File: src/rtl/hazard_scoreboard_unit.sv
// ID-stage hazard scoreboard: per-register countdown of in-flight writers drives freeze.
// Optional macro HAZARD_SCOREBOARD_FWD_EN selects forwarding thresholds (TH=1, no WB_EXTRA).
module hazard_scoreboard_unit #(
  parameter int REG_ADDR_W = 5,
  parameter int MAX_LAT    = 4,
  parameter int WB_EXTRA   = 2,
  parameter int CNT_W      = 3,
  parameter int PERF_W     = 16
) (
  input  logic                      clk,
  input  logic                      rst_n,
  input  logic [REG_ADDR_W-1:0]     src1_id,
  input  logic [REG_ADDR_W-1:0]     src2_id,
  input  logic                      is_immediate,
  input  logic                      issue_valid,
  input  logic                      wb_en_id,
  input  logic [REG_ADDR_W-1:0]     dest_id,
  input  logic [CNT_W-1:0]          issue_lat,
  input  logic                      perf_clr,
  output logic                      freeze,
  output logic [1:0]                hazard_src,
  output logic [(2**REG_ADDR_W)-1:0] busy_vec,
  output logic [PERF_W-1:0]         stall_cnt
);
  localparam int NUM_REGS = 2**REG_ADDR_W;
`ifdef HAZARD_SCOREBOARD_FWD_EN
  localparam logic [CNT_W-1:0] TH    = CNT_W'(1);
  localparam logic [CNT_W-1:0] EXTRA = '0;
`else
  localparam logic [CNT_W-1:0] TH    = '0;
  localparam logic [CNT_W-1:0] EXTRA = CNT_W'(WB_EXTRA);
`endif

  logic [CNT_W-1:0]    cnt     [NUM_REGS];
  logic [CNT_W-1:0]    cnt_nxt [NUM_REGS];
  logic [NUM_REGS-1:0] busy_nxt;
  logic [CNT_W-1:0]    lat_c;
  logic [CNT_W-1:0]    load_val;
  logic [CNT_W-1:0]    dec;
  logic                issue;
  logic [PERF_W-1:0]   stall_q;

  always_comb begin
    hazard_src    = 2'b00;
    hazard_src[0] = issue_valid && (src1_id != '0) && (cnt[src1_id] > TH);
    hazard_src[1] = issue_valid && !is_immediate && (src2_id != '0) && (cnt[src2_id] > TH);
  end

  assign freeze = |hazard_src;
  assign issue  = issue_valid && !freeze && wb_en_id && (dest_id != '0);

  always_comb begin
    if (issue_lat == '0)
      lat_c = CNT_W'(1);
    else if (issue_lat > CNT_W'(MAX_LAT))
      lat_c = CNT_W'(MAX_LAT);
    else
      lat_c = issue_lat;
  end

  assign load_val = lat_c + EXTRA;

  // A newer writer never shortens an older, slower one (WAW): take the max.
  always_comb begin
    dec      = '0;
    busy_nxt = '0;
    for (int r = 0; r < NUM_REGS; r++) begin
      cnt_nxt[r] = '0;
      if (r != 0) begin
        dec = (cnt[r] != '0) ? cnt[r] - CNT_W'(1) : '0;
        if (issue && (dest_id == REG_ADDR_W'(r)))
          cnt_nxt[r] = (dec > load_val) ? dec : load_val;
        else
          cnt_nxt[r] = dec;
      end
      busy_nxt[r] = (cnt_nxt[r] != '0);
    end
  end

  always_ff @(posedge clk or negedge rst_n) begin
    if (!rst_n) begin
      for (int r = 0; r < NUM_REGS; r++) cnt[r] <= '0;
      busy_vec <= '0;
    end else begin
      for (int r = 0; r < NUM_REGS; r++) cnt[r] <= cnt_nxt[r];
      busy_vec <= busy_nxt;
    end
  end

  always_ff @(posedge clk or negedge rst_n) begin
    if (!rst_n)
      stall_q <= '0;
    else if (perf_clr)
      stall_q <= '0;
    else if (issue_valid && freeze && (stall_q != '1))
      stall_q <= stall_q + PERF_W'(1);
  end

  assign stall_cnt = stall_q;
endmodule

File: config.mk
export PLATFORM = sky130hd
export DESIGN_NAME = hazard_scoreboard_unit
export DESIGN_NICKNAME = d
export VERILOG_FILES = /design/src/rtl/hazard_scoreboard_unit.sv
export SDC_FILE = /design/constraint.sdc
export NUM_CORES = 1
export LEC_CHECK = 0
export CAP_MARGIN = 10
export CORE_ASPECT_RATIO = 1.1
export CORE_MARGIN = 1
export CORE_UTILIZATION = 42
export CTS_BUF_LIST = sky130_fd_sc_hd__clkbuf_8
export DETAILED_ROUTE_END_ITERATION = 8
export PLACE_DENSITY = 0.7
export SLEW_MARGIN = 5
export SYNTH_ARGS = -nofsm -noshare
export SYNTH_HDL_FRONTEND = slang
export SYNTH_SLANG_ARGS = --single-unit
File: constraint.sdc
create_clock -name clk -period 6.6 [get_ports clk]
set_clock_uncertainty 0.05 [all_clocks]
set_input_delay 0.66 -clock clk [delete_from_list [all_inputs] [get_ports clk]]
set_output_delay 0.66 -clock clk [all_outputs]
set_load 0.03 [all_outputs]
# Yosys cells after proc, flatten, opt, wreduce, memory -nomap -nowiden
# Index checks and enable logic that the tools add are counted.
# totals
ff_bits,140
in_bits,24
output_inout_bits,51
# op_classes
add_sub_neg,33
order_cmp,36
n_eq_ne,32
mux,103
bitwise_logic,2
reduce_logical,111
# ops
operator,n
$mux 3,99
$reduce_bool 3->1,62
$gt 3x3->1,31
$sub 3x1->3 const B,31
$eq 5x5->1 const B,16
$logic_and 1x1->1,41
$eq 5x4->1 const B,8
$mux 16,2
$bmux 3 s5,2
$eq 5x3->1 const B,4
$add 16x1->16 const B,1
$ne 16x16->1 const B,1
$reduce_bool 5->1,3
$ge 6x6->1 const B,2
$not 5->6,2
$eq 5x2->1 const B,2
$gt 3x1->1 const B,2
$eq 5x1->1 const B,1
$add 3x2->3 const B,1
$gt 3x3->1 const B,1
$logic_not 3->1,1
$logic_not 1->1,2
$reduce_bool 2->1,1
$reduce_or 2->1,1

# Longest topological paths before layout
# logic_depth
ltp_word,14
mapped_depth,12
depth_no_buf,11

# Worst setup path after synthesis
# OpenSTA, ideal clock, no wires.
# synth_path
kind,input port to flip-flop
from,input issue_lat[2]
to,register cnt[79] (netlist bit)
setup_ns,0.125
t_arrival_ns,3.252
required_time_ns,6.425
setup_slack_ns,3.173
cell_stages,8
n_path_buf,2
path_cell_list,nor2_1 > clkbuf_1 > ha_1 > a21oi_1 > a31oi_1 > or4_1 > buf_2 > mux2_4
# synth_lines
item,line_no,text
"start, declared",18,"input logic [CNT_W-1:0] issue_lat,"
"end, declared",34,logic [CNT_W-1:0] cnt [NUM_REGS];

# Final worst setup path
# layout_path
from,input src1_id[1]
to,output freeze
# layout_via
elab_chain_cells,7
elab_cells_between_ends,9
# layout_rtl
item,line_no,text
"start, declared",12,"input logic [REG_ADDR_W-1:0] src1_id,"
$not 5->6 (not written as such),45,hazard_src[0] = issue_valid && (src1_id != '0) && (cnt[src1_id] > TH);
$bmux 3 s5,45,
$mux 3 (not written as such) (2 in series),45,
$gt 3x1->1,45,
$logic_and 1x1->1 (*),45,
$reduce_or 2->1 (*),49,assign freeze = |hazard_src;
"end, declared",20,"output logic freeze,"
# Mark *: on every way between the ends. The rest lies on a longest branch, timed or not. The select of a mux whose other input is x is not followed.

==> metrics.md <==
| Metric | Value |
|---|---|
| Yosys top cell area share | 36.9% |
| RSZ-0062 raised after global routing | false |
| WP data required | 5890 ps |
| Worst r2r src | cnt[81]$_DFF_PN0_ |
| Post-route worst setup slack | 1820 ps |
| Cts repair resizes | 0 |
| Status | finished clean |
| Detail Route Antenna Nets | 0 |
| Multi-input logic area | 0.00559 sq mm |
| Die area | 0.0232 sq mm |
| Synthesis-to-layout area growth | 15.7% |
| Syn Std Cell Area | 0.00949 sq mm |
| Wirelength, routed | 23.6 mm |
| Reg-to-reg slack, setup | 3300 ps |
| First-pass GRT wire length | 39.2 mm |
| Die W | 145 microns |
| Largest net degree at the start of global routing | 80 |
| Max-cap violations | 0 |
| Worst-Skew Late Latency | 470 ps |
| Asr flop ratio synth | 100% |
| Vias in the first global route | 7722 |
| Reg2Reg Depth | 9 |
| Max IR drop VDD | 105 uV |
| Vias/cell | 5.68 |
| Max Clk Rate | 209 MHz |
| Layout cell share with drive strength beyond 1 | 11.3% |
| Clk sinks | 140 |
| Cts hold-fix bufs | 0 |
| Clock Root Buffer | clkbuf_8 |
| Seq. cell area | 0.00350 sq mm |
| DRT Pass-1 Iters | 5 |
| TritonCTS clock tree | yes |
| Setup crit end kind | output pin |
| Pwr dens | 177 mW/mm^2 |
| Mapped Nets | 1133 |
| EDFF count, synth | 0 |
| Total Routing Usage GR | 21.3% |
| FP Rows | 57 |
| Final worst path period need | 4780 ps |
| Die Y | 160 microns |
| Cells after synthesis | 1015 |
| H-tree depth | 4 |
| Routed vias | 7897 |
| Distinct cells, synth | 62 |
| Yosys top cell by area | dfrtp_1 |
| Post-Place Worst Slack | 1840 ps |
| Max-slew violation count | 0 |
| Sequential area share after synthesis | 36.9% |
| Nets@finish | 1200 |
| Antenna violations before repair | 0 |
| Initial core utilization | 42.9% |
| P_leak | 5.88 nW |
| Post-synth top flop | dfrtp_1 |
| Worst-path clk slew | 90 ps |
| Hold Path Class | in2async |
| DR iter-0 viols | 383 |
| Hpwl dp | 16.4 mm |
| Postcts setup bufs | 0 |
| Rel. slew slack | 30.6% |
| Port buffer count | 73 |
| Setup CP Type | in2out |
| Fill cells | 2039 |
| Clock Path Buffers | 2 |
| RePlAce Congestion | 0.898 |
| Num CTS Buffers | 17 |
| Avg Inst Size Synth | 9.35 sq um |
| Most common cell in the netlist | dfrtp_1 |
| Register bit total from synthesis | 140 |
| DRC Markers | 0 |
| Remaining Overflow, GRT | 0 |
| CP arrival | 4070 ps |
| Num ports | 75 |
| Hold Violations, Final | 0 |
| Crit start category | primary input |
| Period utilisation layout | 72.4% |
| WL/cell | 17.0 microns |
| YS warnings | 0 |
| Core area | 0.0221 sq mm |
| Crit path max fanout | 21 |
| Setup TNS | 0 ps |
| Area contributors post-synth | dfrtp_1 (37%), ha_1 (12%), mux2i_1 (6.9%) |
| Final-report setup violation count | 0 |
| Tightest Pin Transition | 1040 ps |
| Synth top cells by count | dfrtp_1 (140), nand2_1 (128), ha_1 (94), nor2_1 (91), inv_1 (68) |
| Reg2reg end | cnt[79]$_DFF_PN0_ |
| Ant diodes | 0 |
state kept, by name, indices dropped and copies added (netlist names):
name and flops:
busy_vec 31, stall_cnt 16, cnt 93
critical path, stage by stage:
cell             delay, ps
clkdlybuf4s50_1       1020
mux4_2                 600
nand2_1                 80
nand4b_1               110
a31oi_2                300
nor2_4                  70
inv_2                  420
clkdlybuf4s50_1        790
kinds of logic after synthesis:
logic type               after synthesis  share of synthesized area [%]
AND/OR/NAND/NOR                      380                           20.8
buffers and inverters                103                           4.31
AO/OA/AOI/OAI                        188                           12.7
flip-flops                           140                           36.9
multiplexers                         109                           12.8
other                                  1                         0.0395
adder cells (fa/ha/maj)               94                           12.4
how the worst max path moves through the flow:
| stage | from | to | slack (ps) | cells after the start |
|---|---|---|---|---|
| 4_1_cts | src1_id[1] | freeze | 1840 | 8 |
| 2_1_floorplan | issue_lat[2] | cnt[79]$_DFF_PN0_ | 3170 | 8 |
| 5_1_grt | src2_id[1] | freeze | 1630 | 9 |
| 3_5_place_dp | src1_id[1] | freeze | 1840 | 8 |
| 3_3_place_gp | src1_id[1] | freeze | 1900 | 8 |
| 6_report | src1_id[1] | freeze | 1820 | 8 |
through the flow:
| step | area, sq um | std cells | utilization (%) | power, W | hold WS (ps) |
|---|---|---|---|---|---|
| after floorplan | 9490 | 1015 | - | 0.00104 | 314 |
| after global placement | 10500 | 1357 | 47.5 | 0.00113 | 444 |
| after detailed placement | 10500 | 1357 | 47.5 | 0.00114 | 447 |
| final | 11000 | 1390 | 49.7 | 0.00195 | 90.8 |
| after CTS | 11000 | 1389 | 49.7 | 0.00197 | 124 |
| after global routing | 11000 | 1390 | 49.7 | 0.00203 | 160 |
cell type report:
class | count | share of cell area [%]
Clock inverter | 15 | 2.11
Timing Repair Buffer | 82 | 7.31
Inverter | 69 | 2.36
Sequential cell | 140 | 31.9
Multi-Input combinational cell | 772 | 50.9
Clock buffer | 17 | 2.13
Tap cell | 295 | 3.36
cell usage in the layout (no fill, tap or decap), types with 4 or more instances in the layout:
| cell | n |
|---|---|
| nor4b_1 | 5 |
| mux2i_1 | 65 |
| nor2_1 | 90 |
| nor4_4 | 8 |
| clkdlybuf4s50_1 | 72 |
| a31oi_1 | 30 |
| nand4_1 | 17 |
| ha_1 | 94 |
| nand2_1 | 128 |
| inv_6 | 6 |
| nor4_1 | 14 |
| mux4_2 | 6 |
| clkbuf_8 | 17 |
| nor2b_1 | 10 |
| inv_1 | 67 |
| nor3_1 | 25 |
| mux2_2 | 37 |
| o21ai_0 | 37 |
| a21oi_1 | 44 |
| or3_1 | 16 |
| o21bai_1 | 12 |
| or4_1 | 8 |
| buf_4 | 8 |
| a21o_1 | 31 |
| nand3b_1 | 4 |
| dfrtp_1 | 140 |
| bufinv_16 | 5 |
| nand3_1 | 13 |
| o31ai_1 | 7 |
| or2_2 | 19 |
per-layer routing:
layer	global-route usage, %	up-vias	wire (microns)
li1	-	3796	-
met1	26.4	3853	10200
met2	37.1	196	11800
met3	3.14	52	995
met4	8.90	0	673
met5	0	-	0
where the power goes:
group          internal (W)  switching, W  total (W)  leakage, nW
logic             0.0000846      0.000157   0.000242         3.70
registers          0.000866    0.00000969   0.000876         1.95
clock network      0.000458      0.000370   0.000828        0.234
(Power assumes the default switching activity.)
